[src/rtl/uart_rx_if.sv]
// ---------------------------------------------------------------------------
// uart_rx_if
//   Character output bundle of the UART receive engine.
//
//   Handshake: rx_valid is a one-cycle strobe with no backpressure (there is
//   no ready). On the cycle rx_valid is high, rx_data, parity_err, framing_err
//   and break_det describe the newly received character; they then hold until
//   the next rx_valid strobe. rx_busy is a level status (receiver not idle).
//
//   Signals:
//     rx_data      8-bit received character, LSB-aligned, unused bits 0
//     rx_valid     new-character strobe
//     parity_err   parity mismatch for that character
//     framing_err  stop bit sampled low
//     break_det    data, parity and stop samples all low
//     rx_busy      receiver state is not IDLE
//
//   Modports: master = receiver (drives), slave = consumer (FIFO / regs).
// ---------------------------------------------------------------------------
interface uart_rx_if;
    logic [7:0] rx_data;
    logic       rx_valid;
    logic       parity_err;
    logic       framing_err;
    logic       break_det;
    logic       rx_busy;

    modport master (
        output rx_data,
        output rx_valid,
        output parity_err,
        output framing_err,
        output break_det,
        output rx_busy
    );

    modport slave (
        input rx_data,
        input rx_valid,
        input parity_err,
        input framing_err,
        input break_det,
        input rx_busy
    );
endinterface

[src/rtl/uart_rx.sv]
// ---------------------------------------------------------------------------
// uart_rx
//   UART receive engine driven by a 16x oversampling baud_tick in the
//   uart_clk domain. Synchronises rx_in, qualifies the start bit at mid-bit,
//   samples 5..8 data bits LSB first, optional parity and one stop bit, and
//   presents each character with per-character error flags.
//
//   Ports:
//     uart_clk    clock
//     rst_n       asynchronous active-low reset
//     baud_tick   16x oversampling tick (1-cycle pulse)
//     enable      receiver enable; low forces IDLE synchronously
//     rx_in       asynchronous serial line, idle high
//     data_bits   character length: 0=5, 1=6, 2=7, 3=8 bits
//     parity_en   parity bit present
//     parity_odd  1=odd parity, 0=even
//     rx          character output bundle (uart_rx_if.master)
//     state_dbg   current FSM state encoding (debug visibility)
// ---------------------------------------------------------------------------
module uart_rx #(
    parameter int SYNC_STAGES = 2
) (
    input  logic       uart_clk,
    input  logic       rst_n,
    input  logic       baud_tick,
    input  logic       enable,
    input  logic       rx_in,
    input  logic [1:0] data_bits,
    input  logic       parity_en,
    input  logic       parity_odd,
    uart_rx_if.master  rx,
    output logic [2:0] state_dbg
);

    typedef enum logic [2:0] {
        IDLE      = 3'd0,
        START     = 3'd1,
        DATA      = 3'd2,
        PARITY    = 3'd3,
        STOP      = 3'd4,
        WAIT_HIGH = 3'd5
    } state_t;

    state_t                 state;
    logic [SYNC_STAGES-1:0] sync_q;
    logic                   rx_s;
    logic [3:0]             cnt;
    logic [2:0]             bit_idx;
    logic [7:0]             shift_q;
    logic [1:0]             db_q;
    logic                   pen_q;
    logic                   podd_q;
    logic                   par_bit_q;
    logic [2:0]             last_idx;

    assign rx_s      = sync_q[SYNC_STAGES-1];
    assign last_idx  = 3'd4 + {1'b0, db_q};
    assign state_dbg = state;
    assign rx.rx_busy = (state != IDLE);

    // Synchroniser resets to the idle-high line level so reset never looks
    // like a start edge.
    always_ff @(posedge uart_clk or negedge rst_n) begin
        if (!rst_n) begin
            sync_q <= '1;
        end else begin
            sync_q <= {sync_q[SYNC_STAGES-2:0], rx_in};
        end
    end

    always_ff @(posedge uart_clk or negedge rst_n) begin
        if (!rst_n) begin
            state          <= IDLE;
            cnt            <= 4'd0;
            bit_idx        <= 3'd0;
            shift_q        <= 8'd0;
            db_q           <= 2'd0;
            pen_q          <= 1'b0;
            podd_q         <= 1'b0;
            par_bit_q      <= 1'b0;
            rx.rx_data     <= 8'd0;
            rx.rx_valid    <= 1'b0;
            rx.parity_err  <= 1'b0;
            rx.framing_err <= 1'b0;
            rx.break_det   <= 1'b0;
        end else begin
            rx.rx_valid <= 1'b0;
            if (!enable) begin
                // Partial character is dropped; output registers hold.
                state <= IDLE;
                cnt   <= 4'd0;
            end else if (baud_tick) begin
                case (state)
                    IDLE: begin
                        if (!rx_s) begin
                            state <= START;
                            cnt   <= 4'd0;
                        end
                    end
                    START: begin
                        if (cnt == 4'd7) begin
                            if (rx_s) begin
                                state <= IDLE;          // false start
                            end else begin
                                // Frame format is frozen here for the whole
                                // character. par_bit_q cleared so break
                                // detection works without parity.
                                state     <= DATA;
                                cnt       <= 4'd0;
                                bit_idx   <= 3'd0;
                                shift_q   <= 8'd0;
                                par_bit_q <= 1'b0;
                                db_q      <= data_bits;
                                pen_q     <= parity_en;
                                podd_q    <= parity_odd;
                            end
                        end else begin
                            cnt <= cnt + 4'd1;
                        end
                    end
                    DATA: begin
                        cnt <= cnt + 4'd1;              // wraps 15 -> 0
                        if (cnt == 4'd15) begin
                            shift_q[bit_idx] <= rx_s;
                            if (bit_idx == last_idx) begin
                                state <= pen_q ? PARITY : STOP;
                            end else begin
                                bit_idx <= bit_idx + 3'd1;
                            end
                        end
                    end
                    PARITY: begin
                        cnt <= cnt + 4'd1;
                        if (cnt == 4'd15) begin
                            par_bit_q <= rx_s;
                            state     <= STOP;
                        end
                    end
                    STOP: begin
                        cnt <= cnt + 4'd1;
                        if (cnt == 4'd15) begin
                            rx.rx_valid    <= 1'b1;
                            rx.rx_data     <= shift_q;
                            // Upper unused shift bits are zero, so a full
                            // reduction equals the XOR of the data bits.
                            rx.parity_err  <= pen_q &
                                              (((^shift_q) ^ par_bit_q) != podd_q);
                            rx.framing_err <= ~rx_s;
                            rx.break_det   <= (shift_q == 8'd0) & ~par_bit_q & ~rx_s;
                            state          <= rx_s ? IDLE : WAIT_HIGH;
                        end
                    end
                    WAIT_HIGH: begin
                        // No start detection until the line recovers, so a
                        // held break yields only one character.
                        if (rx_s) begin
                            state <= IDLE;
                        end
                    end
                    default: state <= IDLE;
                endcase
            end
        end
    end

endmodule

[src/flat_wrapper.sv]
// flat-port wrapper written by rule: the top's interface ports become plain ports
module uart_rx_flat 
#(
    parameter int SYNC_STAGES = 2
)
  (uart_clk, rst_n, baud_tick, enable, rx_in, data_bits, parity_en, parity_odd, state_dbg, rx_rx_data, rx_rx_valid, rx_parity_err, rx_framing_err, rx_break_det, rx_rx_busy);
  uart_rx_if rx_i ();
  input  logic uart_clk;
  input  logic rst_n;
  input  logic baud_tick;
  input  logic enable;
  input  logic rx_in;
  input  logic [1:0] data_bits;
  input  logic parity_en;
  input  logic parity_odd;
  output logic [2:0] state_dbg;
  output wire logic [$bits(rx_i.rx_data)-1:0] rx_rx_data;
  output wire logic [$bits(rx_i.rx_valid)-1:0] rx_rx_valid;
  output wire logic [$bits(rx_i.parity_err)-1:0] rx_parity_err;
  output wire logic [$bits(rx_i.framing_err)-1:0] rx_framing_err;
  output wire logic [$bits(rx_i.break_det)-1:0] rx_break_det;
  output wire logic [$bits(rx_i.rx_busy)-1:0] rx_rx_busy;
  assign rx_rx_data = rx_i.rx_data;
  assign rx_rx_valid = rx_i.rx_valid;
  assign rx_parity_err = rx_i.parity_err;
  assign rx_framing_err = rx_i.framing_err;
  assign rx_break_det = rx_i.break_det;
  assign rx_rx_busy = rx_i.rx_busy;
  uart_rx #(.SYNC_STAGES(SYNC_STAGES)) u_core (.uart_clk(uart_clk), .rst_n(rst_n), .baud_tick(baud_tick), .enable(enable), .rx_in(rx_in), .data_bits(data_bits), .parity_en(parity_en), .parity_odd(parity_odd), .rx(rx_i), .state_dbg(state_dbg));
endmodule
[config.mk]
export PLATFORM = sky130hd
export DESIGN_NAME = uart_rx_flat
export DESIGN_NICKNAME = d
export VERILOG_FILES = /design/src/rtl/uart_rx_if.sv /design/src/rtl/uart_rx.sv /design/src/flat_wrapper.sv
export SDC_FILE = /design/constraint.sdc
export NUM_CORES = 1
export LEC_CHECK = 0
export ABC_CLOCK_PERIOD_IN_PS = 4700
export CAP_MARGIN = 20
export CORE_MARGIN = 2
export CORE_UTILIZATION = 60
export CTS_BUF_LIST = sky130_fd_sc_hd__clkbuf_4 sky130_fd_sc_hd__clkbuf_8
export CTS_CLUSTER_DIAMETER = 40
export CTS_CLUSTER_SIZE = 8
export DETAILED_ROUTE_END_ITERATION = 8
export HOLD_SLACK_MARGIN = 0.1
export PLACE_DENSITY = 0.85
export SETUP_SLACK_MARGIN = 0.2
export SYNTH_ARGS = -nofsm -noshare
export SYNTH_HDL_FRONTEND = slang
export SYNTH_SLANG_ARGS = --single-unit
[constraint.sdc]
create_clock -name uart_clk -period 4.7 [get_ports uart_clk]
set_input_delay 0.94 -clock uart_clk [delete_from_list [all_inputs] [get_ports uart_clk]]
set_output_delay 0.94 -clock uart_clk [all_outputs]
set_load 0.005 [all_outputs]
## Word-level counts from Yosys, hierarchy flattened

Cells that the tools add are included.

- Output and inout port bits: 16
- Register bits: 37
- Logic and storage cells: 101
- Bits of input ports: 9

- Equality and inequality tests: 23
- $add $sub $neg: 3
- Reduce and logical (&&, ||, !) cells: 15
- Bitwise operators: 6
- Magnitude comparators: 2
- Mux-type cells: 38

Operator list:

| operator | number |
|---|---|
| $mux W3 | 15 |
| $mux W8 | 3 |
| $ne A3 B2 Y1 const B | 6 |
| $pmux W3 S6 | 1 |
| $mux W4 | 4 |
| $pmux W8 S2 | 1 |
| $pmux W4 S3 | 1 |
| $reduce_and A6 Y1 | 2 |
| $bwmux W8 | 1 |
| $logic_not A8 Y1 | 1 |
| $mux W1 | 8 |
| $reduce_and A8 Y1 | 1 |
| $reduce_xor A8 Y1 | 1 |
| $reduce_and A7 Y1 | 1 |
| $eq A3 B2 Y1 const B | 2 |
| $eq A3 B3 Y1 const B | 2 |
| $ne A2 B1 Y1 const B | 3 |
| $ne A2 B2 Y1 const B | 3 |
| $pmux W3 S2 | 1 |
| $reduce_and A5 Y1 | 1 |
| $add A4 B1 Y4 const B | 1 |
| $eq A4 B3 Y1 const B | 1 |
| $eq A4 B4 Y1 const B | 1 |
| $lt A3 B4 Y1 const B | 1 |
| other kinds (21) | 25 |

## Longest topological paths before layout

- Depth in word-level cells: 7
- Mapped depth: 7
- Gate-level depth less buffers: 7

## Worst setup path after synthesis

OpenSTA, ideal clock, no wires.

- Kind: input-to-reg
- Start point: in enable
- End point: reg u_core.db_q[0]
- Path slack: 2,561 ps
- Required time: 4,575 ps
- Arrival time: 2,014 ps
- Buffers on the path: 1
- Library setup time: 125 ps
- Stages: 5
- Cells stage by stage: nand2_1 > nor3_1 > nand3b_1 > clkbuf_1 > mux2_2

- Word-level cells in the longest chain between the ends: 1

Ends and longest elaborated chain:

| what | RTL line | RTL |
|---|---|---|
| start: declaration | flat_wrapper.sv:11 | `input logic enable;` |
| $reduce_and A5 Y1 (no line) | n/a |  |
| end signal: assignment | uart_rx.sv:113 | `db_q <= data_bits;` |
| end: declaration | uart_rx.sv:50 | `logic [1:0] db_q;` |

Every way passes these cells.
A chain may end at the register's enable or synchronous reset.

## Worst setup path after layout

- Start point: in baud_tick
- End point: reg u_core.pen_q

- Word-level cells in the longest chain between the ends: 1

Ends and longest elaborated chain:

| what | RTL line | RTL |
|---|---|---|
| start: declaration | flat_wrapper.sv:10 | `input logic baud_tick;` |
| $reduce_and A5 Y1 (no line) | n/a |  |
| end signal: assignment | uart_rx.sv:114 | `pen_q <= parity_en;` |
| end: declaration | uart_rx.sv:51 | `logic pen_q;` |

Every way passes these cells.

==> flow_summary_export.csv <==
group,metric,value,unit
global_route,first_global_vias,1673,
synthesis,avgSynthCellArea,8.99,um^2
synthesis,synth_edf_count,0,
clock_tree,cts_setup_buffers,0,
finish,area_growth,13.2,%
timing,max-slew-margin-rel,0.465,
critical_path,timing.rr.start,"u_core.state_dbg[0]$_DFFE_PN0P_",
synthesis,synth_top_area_share,0.409,
routing,postRouteAntennaNets,0,
place,dp_slack,1.47,ns
timing,slew_violations,0,
place,place.gp.congestion,0.867,
global_route,grt_antenna_before_repair,0,
synthesis,synthTopCellsByArea,"dfrtp_1 (41%), nand2_1 (6.7%), o21ai_0 (5.6%)",
finish,antenna_cells,0,
finish,drive_above_1_share,0.0952,
synthesis,synth_seq_cells,37,
routing,viasPerCell,5.99,
power,switchingPower,0.146,mW
critical_path,worst_ep_arrival_time,3.14,ns
synthesis,ys.flop_type,"dfrtp_1",
timing,fin_crit_sh,0.619,
clock_tree,clock_path_buffers,2,
worst_hold_path,min_from,"u_core.sync_q[0]$_DFF_PN1_",
clock_tree,cts_sinks,37,
floorplanning,core,3390,um^2
place,dp_hpwl,2940,um
timing,worstMarginPinSlew,0.803,ns
worst_hold_path,hold_class,"reg -> reg",
timing,setup_tns,0,ns
synthesis,yosys_warnings,0,
power,p_int,0.416,mW
critical_path,path_class,"in -> reg",
synthesis,syn-num-nets,253,
finish,fillers,258,
timing,fmax,0.344,GHz
routing,via_count,1786,
critical_path,worstSetupEndpointType,"flip-flop",
critical_path,cp_max_fo,11,
floorplanning,io_pins,25,
timing,fin_skew,0.0129,ns
global_route,grt_pass1_wl,7490,um
synthesis,synthDistinctLibCells,48,
timing,worst_slack,1.79,ns
floorplanning,initial_core_util,0.632,
synthesis,syn_inst,238,
clock_tree,post_cts_resized,0,
global_route,grt.overflow.total,0,
clock_tree,clkTransAtPathRegs,0.10,ns
place,io_buffers,24,
timing,setup_viol_count_final,0,
floorplanning,die_h,63.7,um
critical_path,required,4.94,ns
critical_path,critPathLaunchType,"input pin",
power,sw_frac_of_total,0.260,
floorplanning,dieArea,4060,um^2
routing,routed_wirelength,4280,um
power,powerDensity,232,nW/um^2
power,pwr-share-comb,0.091,
critical_path,crit_slowest_cell,"clkdlybuf4s50_1",
run_status,status,"finished, final reports clean",
routing,firstDrtPassIters,6,
job,maxCapViolCount,0,
place,dpl.cell_count,291,
clock_tree,postCtsHoldBufs,0,
routing,drc,0,
clock_tree,clock_latency,0.35,ns
global_route,track_usage,0.236,
power,power,0.562,mW
floorplanning,die_w,63.7,um
clock_tree,tritoncts,"yes",
finish,final_cells,298,
synthesis,synthArstFlopShare,1.00,
synthesis,netlist_area,2140,um^2
clock_tree,htree_num_levels,2,
routing,wl_per_cell,14.4,um
synthesis,yosysSeqAreaShare,0.434,
finish,regArea,928,um^2
critical_path,slowest_delay,0.69,ns
power,ir_drop,0.000153,V
finish,nets,267,
finish,multi_input_area,1100,um^2
timing,hold_slack,0.364,ns
critical_path,cp-startpoint,"baud_tick",
timing,min_period,2.91,ns
synthesis,synth_top_cell_by_area,"dfrtp_1",
clock_tree,cts_buffers,5,
floorplanning,rows,21,
critical_path,crit_chain,"clkdlybuf4s50_1 > nand2_1 > nor3_1 > nand3b_1 > mux2_2",
power,seq_power_share,0.593,
power,p_leak,0.985,nW
clock_tree,cts-root-buf,"clkbuf_4",
timing,grt_setup_unrepaired,"false",
timing,hold_viol_final,0,
global_route,grt_start_max_net_pins,38,
power,clock_power_share,0.316,
routing,drt_iter0_markers,183,
power groups by stage:
stage	registers, mW	logic, mW	clock network [mW]
6_report	0.333	0.0512	0.178
5_1_grt	0.334	0.0567	0.193
3_5_place_dp	0.339	0.0510	0
4_1_cts	0.333	0.0512	0.182
2_1_floorplan	0.331	0.0351	0
3_3_place_gp	0.338	0.0507	0
sequential cells by signal, indices dropped and copies added, names as in the netlist, 2 cells and up:
register           cells
u_core.bit_idx         3
u_core.cnt             4
u_core.db_q            2
u_core.rx.rx_data      8
u_core.shift_q         8
u_core.state_dbg       3
u_core.sync_q          2
layout make-up:
type	count	area share
clock buffer	6	0.0212
clock inverter	1	0.00310
inverter	11	0.0170
multi-input combinational	173	0.455
sequential	37	0.383
tap	46	0.0238
timing repair buffer	24	0.0971
worst max-delay path: cells and delay by family:
| kind | cells | cell delay, ns |
|---|---|---|
| simple gates | 3 | 1.10 |
| buf+inv | 1 | 0.69 |
| mux | 1 | 0.41 |
per-stage QoR:
stage | cell area (um^2) | utilization
6_report | 2420 | 0.715
5_1_grt | 2420 | 0.715
4_1_cts | 2420 | 0.715
3_5_place_dp | 2360 | 0.697
3_3_place_gp | 2360 | 0.697
2_1_floorplan | 2140 | -
final timing paths:
path / slack [ns] / endpoint / cells after the start
min in group asynchronous: 0.66 / u_core.state_dbg[2]$_DFFE_PN0P_ / 1
min reg2reg: 0.36 / u_core.sync_q[1]$_DFF_PN1_ / 0
max in group asynchronous: 3.52 / u_core.shift_q[4]$_DFFE_PN0P_ / 1
min: 0.36 / u_core.sync_q[1]$_DFF_PN1_ / 0
max: 1.79 / u_core.pen_q$_DFFE_PN0P_ / 5
max reg2reg: 2.22 / u_core.shift_q[2]$_DFFE_PN0P_ / 5
cells by family (layout without fill, tap and decap cells):
kind of cell             Yosys count  in the layout  synth area share
AO/OA/AOI/OAI                     57             57             0.178
XOR/XNOR                           8              8            0.0327
adder cells (fa/ha/maj)            6              6            0.0351
buffers and inverters             28             42            0.0520
flip-flops                        37             37             0.434
multiplexers                       7              7            0.0357
AND/OR/NAND/NOR                   95             95             0.233
routing by layer:
| metal | vias up | routed length [um] | share of wire | global-route usage |
|---|---|---|---|---|
| met4 | 0 | 68 | 0.016 | 0.101 |
| met5 | - | 0 | 0 | 0 |
| li1 | 875 | - | - | - |
| met3 | 7 | 303 | 0.071 | 0.0440 |
| met1 | 836 | 1980 | 0.46 | 0.319 |
| met2 | 68 | 1930 | 0.45 | 0.372 |
cells in the mapped netlist, types with 3 or more instances:
cell type	n
mux2_2	5
a21oi_1	6
nand4_1	3
xnor2_1	6
o21ai_0	24
nand2_1	38
nand3b_1	4
nor4_1	3
nor3_1	5
inv_1	11
o211ai_1	3
ha_1	6
nor2b_1	3
nor2_1	10
clkbuf_1	12
a31oi_1	4
nand3_1	9
nand2b_1	6
o31ai_1	6
a21boi_0	3
dfrtp_1	35
layout by cell type, fill, tap and decap left out, types with 3 or more instances in the layout:
master and n:
o211ai_1 3, o31ai_1 6, nand2b_1 6, a21boi_0 3, clkbuf_4 5, nand3_1 9, clkdlybuf4s50_1 23, nand2_1 38
mux2_2 5, nand4_1 3, nor2b_1 3, nand3b_1 4, ha_1 6, inv_1 11, dfrtp_1 35, nor3_1 5
nor4_1 3, nor2_1 10, a21oi_1 6, o21ai_0 24, xnor2_1 6, a31oi_1 4
Note: power is estimated with default switching activity, not from simulation.
